`src/rtl/ram_stream_ctrl.sv`:
```
// ram_stream_ctrl: command-driven burst engine streaming bytes into and out of a single-port RAM.
module ram_stream_ctrl #(
  parameter int ADDR_BITS = 6,
  parameter int NUM_BYTES = 48
) (
  input  logic                 clk,
  input  logic                 rst_n,
  input  logic                 cmd_valid,
  output logic                 cmd_ready,
  input  logic [1:0]           cmd_op,
  input  logic [ADDR_BITS-1:0] cmd_base,
  input  logic [ADDR_BITS-1:0] cmd_len,
  input  logic                 in_valid,
  output logic                 in_ready,
  input  logic [7:0]           in_data,
  output logic                 out_valid,
  input  logic                 out_ready,
  output logic [7:0]           out_data,
  output logic [ADDR_BITS-1:0] ram_addr,
  output logic [7:0]           ram_wdata,
  output logic                 ram_we,
  input  logic [7:0]           ram_rdata,
  output logic                 done,
  output logic                 err
);
  localparam int RW = ADDR_BITS + 1;
  localparam logic [RW-1:0] NB = RW'(NUM_BYTES);
  localparam logic [ADDR_BITS-1:0] LAST = ADDR_BITS'(NUM_BYTES - 1);
  typedef enum logic [1:0] {IDLE, WRITE, READ} state_t;
  state_t state_q, state_d;
  logic [ADDR_BITS-1:0] ptr_q, ptr_d, ptr_inc;
  logic [RW-1:0] rem_q, rem_d;
  logic [7:0] out_data_q, out_data_d;
  logic out_valid_q, out_valid_d, done_q, done_d, err_q, err_d, last_q, last_d;
  logic accept, base_bad, len_full, load;
  assign cmd_ready = (state_q == IDLE) && !out_valid_q;
  assign accept    = cmd_valid && cmd_ready;
  assign base_bad  = {1'b0, cmd_base} >= NB;
  assign len_full  = (cmd_len == '0) || ({1'b0, cmd_len} > NB);
  assign ptr_inc   = (ptr_q == LAST) ? '0 : ptr_q + 1'b1;
  assign load      = (state_q == READ) && (!out_valid_q || out_ready);
  assign ram_addr  = ptr_q;
  assign ram_wdata = in_data;
  assign in_ready  = state_q == WRITE;
  assign ram_we    = (state_q == WRITE) && in_valid;
  assign out_valid = out_valid_q;
  assign out_data  = out_data_q;
  assign done      = done_q;
  assign err       = err_q;
  always_comb begin
    state_d     = state_q;
    ptr_d       = ptr_q;
    rem_d       = rem_q;
    out_data_d  = out_data_q;
    out_valid_d = out_valid_q;
    err_d       = err_q;
    last_d      = last_q;
    done_d      = 1'b0;
    if (accept) begin
      ptr_d   = base_bad ? '0 : cmd_base;
      rem_d   = len_full ? NB : {1'b0, cmd_len};
      err_d   = err_q | base_bad;
      state_d = (cmd_op == 2'b01) ? WRITE : (cmd_op == 2'b10) ? READ : IDLE;
    end
    if (ram_we) begin
      ptr_d = ptr_inc;
      rem_d = rem_q - 1'b1;
      if (rem_q == RW'(1)) begin
        state_d = IDLE;
        done_d  = 1'b1;
      end
    end
    // last_q marks the final read byte so done waits until it is actually consumed
    if (load) begin
      out_data_d  = ram_rdata;
      out_valid_d = 1'b1;
      ptr_d       = ptr_inc;
      rem_d       = rem_q - 1'b1;
      if (rem_q == RW'(1)) begin
        state_d = IDLE;
        last_d  = 1'b1;
      end
    end else if (out_valid_q && out_ready) begin
      out_valid_d = 1'b0;
      if (last_q) begin
        done_d = 1'b1;
        last_d = 1'b0;
      end
    end
  end
  always_ff @(posedge clk or negedge rst_n) begin
    if (!rst_n) begin
      state_q     <= IDLE;
      ptr_q       <= '0;
      rem_q       <= '0;
      out_data_q  <= 8'h00;
      out_valid_q <= 1'b0;
      done_q      <= 1'b0;
      err_q       <= 1'b0;
      last_q      <= 1'b0;
    end else begin
      state_q     <= state_d;
      ptr_q       <= ptr_d;
      rem_q       <= rem_d;
      out_data_q  <= out_data_d;
      out_valid_q <= out_valid_d;
      done_q      <= done_d;
      err_q       <= err_d;
      last_q      <= last_d;
    end
  end
endmodule
```
`config.mk`:
```
export PLATFORM = sky130hd
export DESIGN_NAME = ram_stream_ctrl
export DESIGN_NICKNAME = d
export VERILOG_FILES = /design/src/rtl/ram_stream_ctrl.sv
export SDC_FILE = /design/constraint.sdc
export NUM_CORES = 1
export LEC_CHECK = 0
export ABC_AREA = 1
export ABC_CLOCK_PERIOD_IN_PS = 1460
export CAP_MARGIN = 40
export CORE_ASPECT_RATIO = 0.5
export CORE_UTILIZATION = 62
export CTS_CLUSTER_DIAMETER = 120
export DETAILED_ROUTE_END_ITERATION = 8
export DONT_BUFFER_PORTS = 1
export PLACE_DENSITY = 0.78
export SYNTH_ARGS = -nofsm -noshare
export SYNTH_HDL_FRONTEND = slang
export SYNTH_SLANG_ARGS = --single-unit
```
`constraint.sdc`:
```
create_clock -name clk -period 1.46 [get_ports clk]
set_input_delay 0.146 -clock clk [delete_from_list [all_inputs] [get_ports clk]]
set_output_delay 0.146 -clock clk [all_outputs]
set_load 0.01 [all_outputs]
```
* Yosys cells after proc, flatten, opt, wreduce, memory -nomap -nowiden *
Cells that the tools add are included.

storage, ports and cells
  register bits after elaboration = 27
  latch bits = 0
  memory bits (writable) = 0
  ROM bits = 0
  input bits = 35
  logic and storage cells = 58
  memories kept = 0

operators by class
  add/subtract/negate cells = 2
  multiply operators = 0
  divide/modulo/power cells = 0
  $lt $le $gt $ge = 2
  eq/ne operators = 7
  shift operators = 0
  multiplexer cells = 25
  bitwise logic cells = 1
  reduce and logical (&&, ||, !) cells = 13

operators with widths
  kind                   number
  $mux W6                6
  $mux W7                3
  $mux W2                7
  $mux W1                9
  $eq A7 B1 Y1 const B   1
  $sub A7 B1 Y7 const B  1
  $add A6 B1 Y6 const B  1
  $eq A6 B6 Y1 const B   1
  $ge A6 B6 Y1 const B   1
  $gt A6 B6 Y1 const B   1
  $logic_not A6 Y1       1
  $logic_and A1 B1 Y1    5
  $eq A2 B1 Y1 const B   2
  $eq A2 B2 Y1 const B   2
  $reduce_bool A3 Y1     1
  $logic_not A2 Y1       1
  $logic_or A1 B1 Y1     2
  $ne A2 B1 Y1 const B   1
  $reduce_and A2 Y1      1
  $reduce_bool A2 Y1     1
  $logic_not A1 Y1       1
  $or A1 B1 Y1           1

* Logic depth before layout (Yosys ltp) *
Gate-level depths: netlist (run 1).

  word-level depth = 8
  gate-level depth with buffers = 10
  mapped depth without buffers = 10

* Worst setup path after synthesis (run 1) *
Ideal clock, no wire load.

  path type = register to register
  start point = reg ptr_q[1], in the netlist ram_addr[1]
  end point = reg ptr_q[0], in the netlist ram_addr[0]
  arrival = 1.101 ns
  setup slack = 0.246 ns
  cell stages (with the launch flop) = 9
  cells stage by stage = dfrtp_1 -> ha_1 -> nand3_1 -> inv_1 -> nand2_1 -> nand3_1 -> nand3_1 -> nand2_1 -> inv_1

on the way
  cells in the longest elaborated chain, start to end = 4

RTL lines
  what                    RTL line  RTL
  from (decl)             31        logic [ADDR_BITS-1:0] ptr_q, ptr_d, ptr_inc;
  from (signal assigned)  103       ptr_q <= ptr_d;
  $eq A6 B6 Y1 *          40        assign ptr_inc = (ptr_q == LAST) ? '0 : ptr_q + 1'b1;
  $mux W6 *               40
  $mux W6                 65        if (ram_we) begin
  $mux W6 *               74        if (load) begin

Every way passes the cells marked *; elsewhere a longest branch is shown, timed or not.
A chain may end at the register's enable or synchronous reset.

* Worst setup path after layout (run 1) *
  start point = reg state_q[0]
  end point = reg ptr_q[4], in the netlist ram_addr[4]

on the way
  cells in the longest elaborated chain, start to end = 4
  elaborated cells on any way between the ends = 10
  those cells by class = eq/ne (2); mux (2); reduce/logical (6)

RTL lines
  what                                                     RTL line  RTL
  from (decl)                                              30        state_t state_q, state_d;
  from (signal assigned)                                   102       state_q <= state_d;
  $eq A2 B1 Y1 / $logic_not A2 Y1 (equally long branches)  45, 36
  $logic_and A1 B1 Y1 (on tied branches)                   45, 36
  $mux W6 / $logic_and A1 B1 Y1 (equally long branches)    65, 37
  $mux W6 / $reduce_bool A3 Y1 (equally long branches)     -

Parallel ways exist; a longest one is shown, timed or not.

==> results of run 1 <==
[synthesized netlist by cell type, drive strengths merged]
| library cell | n |
|---|---|
| a21oi | 6 |
| buf | 11 |
| dfrtp | 27 |
| ha | 3 |
| inv | 34 |
| nand2 | 93 |
| nand3 | 25 |
| nand4 | 4 |
| nor2 | 29 |
| nor3 | 1 |
| nor3b | 1 |
| o21a | 1 |
| o21ai | 8 |
| o21bai | 1 |
| or2 | 1 |
[sequential cells by signal, summed over array words and instances, names as in the netlist]
register	cells
state_q	2
out_data	8
ram_addr	6
rem_q	7
last_q	1
err	1
done	1
out_valid	1
[per-layer routing]
layer  part of all wire, %  vias up  wire, um  track usage [%]
met4                   2.4        0       104             10.2
met3                   8.5       16       362             8.33
met5                     0        -         0                0
li1                      -      771         -                -
met2                    47       87      2000             54.9
met1                    42      707      1820             40.9
[stage by stage]
| stage | total power [mW] | hold slack, ns |
|---|---|---|
| detailed placement | 3.46 | -0.149 |
| finish | 4.03 | 0.0247 |
| global route | 4.36 | 0.0220 |
| floorplan | 2.99 | -0.150 |
| CTS | 3.95 | 0.0250 |
| global placement | 3.41 | -0.149 |
[cell families (layout without fill, tap and decap cells)]
family          Yosys count  in the layout  synth area share (%)
compound gates           16             16                  5.05
fa+ha+maj                 3              3                  2.23
buf+inv                  45             56                  12.6
flops                    27             27                  40.1
simple gates            154            154                  40.0
[power breakdown]
part / switching [mW] / leakage (nW) / internal (mW)
combinational: 1.27 / 0.670 / 0.746
clock: 0.241 / 0.0217 / 0.194
sequential: 0.462 / 0.329 / 1.11
total: 1.97 / 1.02 / 2.05
[final timing paths]
path / cells after the start / slack (ns) / start / endpoint
max: 4 / 0.06 / state_q[0] / ram_addr[4]
min: 2 / 0.02 / cmd_len[1] / rem_q[1]
max reg2reg: 4 / 0.06 / state_q[0] / ram_addr[4]
min reg2reg: 2 / 0.53 / last_q / last_q
max in group asynchronous: 2 / 0.98 / rst_n / state_q[0]
min in group asynchronous: 2 / 0.32 / rst_n / done
[worst max-delay path: stages, from the launching register on]
cell     delay [ns]
dfrtp_2        0.47
nor2_1         0.18
nand3_2        0.21
o21ai_0        0.28
a21oi_1        0.13
[final cells by class]
class | count | area share (%)
Multi-Input combinational cell | 173 | 42.8
Sequential cell | 27 | 36.2
Timing Repair Buffer | 18 | 9.08
Inverter | 34 | 6.95
Tap cell | 35 | 2.34
Clock buffer | 3 | 2.20
Clock inverter | 1 | 0.401
[timing repair]
item | in CTS | in global routing
setup buffers | 0 | 1
setup endpoints to repair | 0 | 7
hold buffers | 10 | 0
resized for setup | 0 | 6
hold endpoints to repair | 35 | 0
==> metrics.txt, run 1 <==
status=finished clean; final instance area=approximately 1900 um^2; hold crit path type=in2reg; largest cells by area after synthesis=dfrtp_1, nand2_1, inv_1; via count=1581; CTS H-tree depth=1; commonest non-fill, non-tap cell in the layout=nand2_1; die height=38.9 um; total grt overflow=0; WS Path Type=reg2reg; DR pass1 iterations=5; Placed Area=1700 um^2; Layout Cells excl Fill=291; final setup fails=0; port bufs=0; I/O Pins=63; post-placement worst setup slack=0.0908 ns; fmax=716 MHz; DIE AREA=2940 um^2; Worst Setup End Kind=register; Synth Instances=245; fin nets=between 200 and 300; register area=678 um^2; Routed WL per cell=14.7 um; initial core utilization=70.5%; clock sinks=27; first-pass GRT wire length=6600 um; DP HPWL=~2900 um; multi-input logic area=802 um^2; Tightest Pin Transition=0.279 ns; Routability Congestion=roughly 0.87; Static Leak=1.02 nW; Final Max Slew Viols=0; antenna viol nets, final=0; startpoint types=register; DP Cell Count=276; headroom to the max-slew limit=81.4%; row cnt=12; vias in the first global route=roughly 1500; fillcell total=171; share of layout cells above drive strength 1=10.2%; vias per std cell=5.43; final period utilization=95.7%; core area=around 2400 um^2; setup ws final=0.0629 ns; chip width=75.7 um; Synth area leader=dfrtp_1; #FFs+latches synth=27; sequential fraction of the synthesis area=40.1%; total CTS buffers=3; most frequent cells in the layout=nand2_1, inv_1, nor2_1; All-Layer GR Usage=32.3%; crit path max fanout=6; CTS tree=built; n_diodes=0; Clock Skew=0.00376 ns; Post-Syn Area=1680 um^2; pin count of the biggest net entering global routing=28; area growth from synthesis to layout=11.2%; syn nets=283; fin util=roughly four fifths; max-cap violation count=0; Clk Latency, worst-skew pair=between 0.2 and 0.3 ns; clk root buf=clkbuf_8; Critical Path RT=roughly 1.6 ns; YS warnings=0; Max IR drop VDD=1280 uV; DR DRC count=0; final critical-path required period=1.40 ns; clk slew on worst S/H paths=0.09 ns; worst path arrival time=1.55 ns; Distinct cells, synth=22; CTS Buffer Depth=2; pwr/cell area=2150 nW/um^2; setup TNS=0 ns; initial antenna violation count=0; synthesized area per cell=6.87 um^2; Total Wirelength=4280 um; Final Hold Vio Count=0; area share of the largest cell type after synthesis=between 40% and 50%; DRT iter0 DRCs=just over 90
No activity file was read; power rests on OpenSTA's default activity.
==> run 2, diff against run 1 <==
ABC_AREA = not set   (was 1)
CORE_ASPECT_RATIO = not set   (was 0.5)
==> run 2 against run 1 <==
Against the previous run:
- the run now ends with negative setup slack left
- sequential power fell by 4%
- utilization rose by 17 points
- clock power fell by 19%
- non-clock buffer count rose by 37
- cell count fell by 23%
==> metrics.txt, run 2 <==
area share of the largest cell type after synthesis=44.2% (+4.1 points); initial antenna violation count=0 (unchanged); Tightest Pin Transition=0.456 ns (+0.178 ns); clock share of power=7.3% (-3.5 points); synth cell count leaders=dfrtp_1, a21oi_1, buf_4; failing checks=negative setup slack; chip width=51.6 um (-32%); final setup fails=28 (+28); vias in the first global route=1461 (+0.068%); DRT iter0 DRCs=138 (+50%); status=finished, violations left; All-Layer GR Usage=35.3% (+3.0 points); hold depth=2 (unchanged); max-cap violation count=0 (unchanged); Routability Congestion=0.839 (-3.3%); worst path arrival time=2.01 ns (+0.46 ns); combinational share of power=61.2% (+11 points); YS warnings=0 (unchanged); core area=2280 um^2 (-4.7%); clock sinks=27 (unchanged); pin count of the biggest net entering global routing=28 (unchanged); DP HPWL=2580 um (-10%); area growth from synthesis to layout=41.5%; FF-to-FF Start=state_q[1]; Synth Instances=149 (-39%); vias per std cell=7.21 (+33%); row cnt=17 (+5); Largest register FFs=8 (unchanged); crit path max fanout=6 (unchanged); Distinct cells, synth=46 (+110%); total CTS buffers=3 (unchanged); total grt overflow=0 (unchanged); syn nets=187 (-34%); startpoint types=register; Critical Path RT=1.77 ns (+0.16 ns); Synth area leader=dfrtp_1; clk root buf=clkbuf_4; R2R cell count=6 (+2); Clk Latency, worst-skew pair=0.36 ns (+0.08 ns); Final Hold Vio Count=0 (unchanged); Routed WL per cell=25.6 um (+74%); Post-Syn Area=1530 um^2 (-9.3%); share of layout cells above drive strength 1=43.1% (+33 points); fmax=588 MHz (-18%); first-pass GRT wire length=6780 um (+2.8%); largest cells by area after synthesis=dfrtp_1, mux2_2, buf_4; headroom to the max-slew limit=69.5% (-12 points); switching part of the total=44.6% (-4.4 points); Hold Crit Start=cmd_len[5]; Worst Setup End Kind=register; clk slew on worst S/H paths=0.16 ns (+0.07 ns); sequential share of power=31.5% (-7.6 points); Final Max Slew Viols=0 (unchanged); n_diodes=0 (unchanged); reg2reg setup slack=-0.24 ns (-0.30 ns); Pint=2.68 mW (+30%); fillcell total=58 (-66%); async set or reset register ratio after synthesis=100% (unchanged); CTS tree=built; Hold Path Sink=rem_q[5]; DR pass1 iterations=5 (unchanged); hold crit path type=in2reg; WS Path Type=reg2reg; Synth Flop Type=dfrtp_1; number of flops mapped to enable cells by yosys=0 (unchanged); CTS H-tree depth=1 (unchanged); most common cell in the synthesized netlist=dfrtp_1; setup ws final=-0.240 ns (-0.303 ns); worst hold slack=0.00225 ns (-0.0224 ns); final critical-path required period=1.70 ns (+0.303 ns); DR DRC count=0 (unchanged); total power=4.83 mW (+20%); I/O Pins=63 (unchanged); synthesized area per cell=10.3 um^2 (+49%); via count=1607 (+1.6%); Max IR drop VDD=1660 uV (+30%); final period utilization=116% (+21 points); die height=51.6 um (+33%); RSZ-0062 raised after global routing=true; commonest non-fill, non-tap cell in the layout=dfrtp_1; Clock Skew=0.0193 ns (+0.0156 ns); CTS Buffer Depth=2 (unchanged); DIE AREA=2670 um^2 (-9.3%); Static Leak=0.921 nW (-9.8%); fin nets=234 (-21%); P_sw=2.16 mW (+9.3%); pwr/cell area=2240 nW/um^2 (+4.0%); sequential fraction of the synthesis area=44.2% (+4.1 points); worst r2r dst=ram_addr[3]; most frequent cells in the layout=dfrtp_1, buf_4, dlygate4sd3_1; #FFs+latches synth=27 (unchanged); antenna viol nets, final=0 (unchanged); initial core utilization=67.1% (-3.4 points); Total Wirelength=5710 um (+33%); port bufs=0 (unchanged)
## run 2: worst max path at each step
stage	cells after the start	startpoint	slack (ns)	end
floorplan	6	state_q[0]	-0.15	rem_q[3]
global placement	4	rem_q[4]	-0.10	rem_q[5]
detailed placement	4	state_q[1]	-0.13	rem_q[1]
CTS	4	state_q[1]	-0.12	rem_q[3]
global route	6	state_q[1]	-0.25	ram_addr[3]
finish	6	state_q[1]	-0.24	ram_addr[3]
## run 2: cell type report
cell class / instances / area (um^2) / area share (%)
Clock buffer: 3 / 22.5 / 1.04
Clock inverter: 1 / 7.51 / 0.347
Inverter: 8 / 30.0 / 1.39
Multi-Input combinational cell: 101 / 861 / 39.8
Sequential cell: 27 / 679 / 31.4
Tap cell: 28 / 35.0 / 1.62
Timing Repair Buffer: 55 / 527 / 24.4
## run 2: cells by family (layout without fill, tap and decap cells)
group,count (synthesis),count (layout),synth area share (%)
multiplexers,9,9,6.55
flip-flops,27,27,44.2
AO/OA/AOI/OAI,40,40,18.3
adder cells (fa/ha/maj),3,3,2.46
AND/OR/NAND/NOR,48,49,19.1
buffers and inverters,22,67,9.42
## run 2: critical path: stages (launching register included)
cell and delay (ns):
dfrtp_2 0.48, buf_6 0.13, nor4b_4 0.41, buf_6 0.20
nand3_1 0.12, o31ai_1 0.13, a221o_1 0.18
## run 2: through the flow
stage	setup TNS [ns]	setup slack [ns]	area, um^2	util, %	std cells
after floorplan	-0.586	-0.148	1540	-	149
after global placement	-0.650	-0.101	1670	73.3	189
after detailed placement	-1.10	-0.132	1670	73.3	189
after CTS	-1.26	-0.116	2030	89.1	218
after global routing	-4.72	-0.253	2160	95.0	223
final	-3.72	-0.240	2160	95.0	223
## run 2: timing repair
action                                  CTS  global route
pin swaps                                14            14
endpoints found under the setup margin   27            29
gates cloned                              1             0
endpoints found under the hold margin    41             3
hold buffers                             17             3
setup buffers                             7             2
resized for setup                        21            20
## run 2: power by group through the flow
stage,sequential (mW),combinational [mW],clock (mW)
floorplan,1.45,1.30,0
global placement,1.44,1.93,0
detailed placement,1.46,2.01,0
CTS,1.46,2.41,0.344
global route,1.55,3.08,0.391
finish,1.52,2.96,0.353
## run 2: routing by layer
metal	GRT usage (%)	share of wire, %	up-vias
met3	10.2	11	58
met2	62.1	48	171
li1	-	-	628
met1	40.8	32	750
met4	11.7	8.0	0
met5	0	0	-
==> run 3, diff against run 2 <==
ABC_CLOCK_PERIOD_IN_PS = 1450   (was 1460)
CORE_ASPECT_RATIO = 0.5   (was not set)
CORE_MARGIN = 2   (was not set)
CORE_UTILIZATION = 56   (was 62)
PLACE_DENSITY = 0.74   (was 0.78)
RECOVER_POWER = 50   (was not set)
clock period = 1.45 ns   (was 1.46 ns; I/O delays follow)
==> run 3 against run 2 <==
Against the previous run:
- the flow still finishes with violations (negative setup slack)
- total power shrank 5.8%
- combinational power shrank 13%
- critical path depth fell by 2
- largest power group unchanged
==> metrics.txt, run 3 (synthesis gave the netlist of run 2 again) <==
status=finished, violations left; failing checks=negative setup slack; combinational share of power=56.6% (-4.6 points); I/O Pins=63 (unchanged); cell mode on critical path=or3_1; headroom to the max-slew limit=54.7% (-15 points); worst setup path start=rem_q[3]; clock sinks=27 (unchanged); crit path max fanout=4 (-2); Worst Setup End Kind=register; Max Used Layer=met4; Max IR drop VDD=1330 uV (-19%); fin nets=220 (-6.0%); worst path arrival time=1.80 ns (-0.21 ns); Final Hold Vio Count=0 (unchanged); CTS tree=built; CP bufs+invs=0 (-2); DRT iter0 DRCs=77 (-44%); n_diodes=0 (unchanged); port bufs=0 (unchanged); area growth from synthesis to layout=32.4%; clk slew on worst S/H paths=0.10 ns (-0.06 ns); final setup fails=23 (-18%); multi-input logic area=867 um^2 (+0.73%); Placed Area=1660 um^2 (-0.67%); most frequent cells in the layout=dfrtp_1, buf_4, dlygate4sd3_1; CP top delay family=simple AND/OR/NAND/NOR gates; All-Layer GR Usage=23.4% (-12 points); die height=40.9 um (-21%); post-placement worst setup slack=-0.138 ns (-0.00599 ns); vias in the first global route=1112 (-24%); DIE AREA=3190 um^2 (+20%); Critical Path RT=1.67 ns (-0.10 ns); final critical-path required period=1.58 ns (-0.121 ns); sequential share of power=33.5% (+2.0 points); WS Path Type=reg2reg; met2 WL=1810 um (-34%); setup ws final=-0.129 ns (+0.111 ns); pin count of the biggest net entering global routing=28 (unchanged); Final Max Slew Viols=0 (unchanged); Pint=2.70 mW (+0.94%); register area=679 um^2 (unchanged); Largest register FFs=8 (unchanged); clk root buf=clkbuf_8; core area=2590 um^2 (+14%); met1 wire length=1790 um (-3.6%); via count=1294 (-19%); switching part of the total=40.6% (-3.9 points); total grt overflow=0 (unchanged); vias per std cell=5.94 (-18%); Routed WL per cell=18.3 um (-28%); initial core utilization=59.1% (-8.1 points); Clk Latency, worst-skew pair=0.28 ns (-0.08 ns); Clock Skew=0.00191 ns (-0.0174 ns); clock share of power=9.9% (+2.6 points); CTS H-tree depth=1 (unchanged); CTS Buffer Depth=2 (unchanged); startpoint types=register; Total Wirelength=4000 um (-30%); CP max stage delay=0.43 ns (-0.05 ns); pwr/cell area=2250 nW/um^2 (+0.70%); initial antenna violation count=0 (unchanged); RSZ-0062 raised after global routing=true; max-cap violation count=0 (unchanged); Hold Crit Start=cmd_len[1]; Routability Congestion=0.922 (+9.9%); final period utilization=109% (-7.5 points); fmax=633 MHz (+7.6%); hold crit path type=in2reg; DR DRC count=0 (unchanged); total CTS buffers=3 (unchanged); FF-to-FF Start=rem_q[3]; slowest cell on the critical path=or3_4; routed wl met3=363 um (-43%); P_sw=1.85 mW (-14%); worst-path cell chain=or3_4 -> or3_1 -> or3_1 -> nand3_1; DR pass1 iterations=4 (-1); chip width=77.9 um (+51%); Static Leak=0.872 nW (-5.4%); Tightest Pin Transition=0.679 ns (+0.223 ns); final instance area=2020 um^2 (-6.4%); share of layout cells above drive strength 1=44.2% (+1.1 points); antenna viol nets, final=0 (unchanged); first-pass GRT wire length=5360 um (-21%); row cnt=13 (-4); DP HPWL=2400 um (-7.0%); fillcell total=148 (+160%)
==> run 3: cell types whose count changed in the layout (fill, tap and decap cells not counted), sizes merged <==
| cell | change |
|---|---|
| buf | -7 |
| clkbuf | +1 |
| dlygate4sd3 | -8 |
==> run 3: per-stage QoR <==
| stage | power [mW] | setup TNS [ns] | util (%) | hold slack (ns) | cells |
|---|---|---|---|---|---|
| floorplan | 2.77 | -0.666 | - | -0.151 | 149 |
| global placement | 3.35 | -0.839 | 64.1 | -0.150 | 195 |
| detailed placement | 3.40 | -1.52 | 64.1 | -0.150 | 195 |
| CTS | 4.07 | -1.30 | 70.2 | 0.00394 | 206 |
| global route | 4.84 | -2.08 | 78.2 | 0.00229 | 218 |
| finish | 4.56 | -0.982 | 78.2 | 0.00591 | 218 |
==> run 3: power groups by stage <==
stage	Combinational, mW	Clock (mW)	Sequential (mW)
floorplan	1.31	0	1.46
global placement	1.89	0	1.46
CTS	2.11	0.457	1.50
global route	2.78	0.494	1.56
finish	2.58	0.452	1.53
detailed placement	1.93	0	1.48
==> run 3: per-layer routing <==
layer  global-route usage, %  up-vias
met5                       0        -
met4                    8.48        0
met3                    7.93        6
met2                    38.8       62
met1                    29.7      624
li1                        -      602
==> run 3: final timing paths <==
check	depth (start not counted)	slack, ns	to
min in group asynchronous	2	0.43	ram_addr[2]
worst min-delay path	2	0.006	rem_q[1]
worst min register to register	2	0.54	last_q
worst max register to register	4	-0.13	rem_q[5]
worst max-delay path	4	-0.13	rem_q[5]
max in group asynchronous	2	0.54	out_valid
==> run 3: area by class of cell <==
| class | count | area share, % |
|---|---|---|
| multi-input cells | 101 | 42.9 |
| well taps | 37 | 2.29 |
| clock inverters | 1 | 0.371 |
| clock buffers | 3 | 2.04 |
| inverters | 8 | 1.48 |
| flip-flops and latches | 27 | 33.6 |
| repair buffers | 41 | 17.4 |
==> run 3: what timing repair did <==
item	in CTS	in global routing
hold buffers	2	10
pin swaps	7	19
gates resized for setup	11	33
hold endpoints to repair	27	10
cloned	1	0
setup endpoints to repair	27	27
setup buffers	4	3
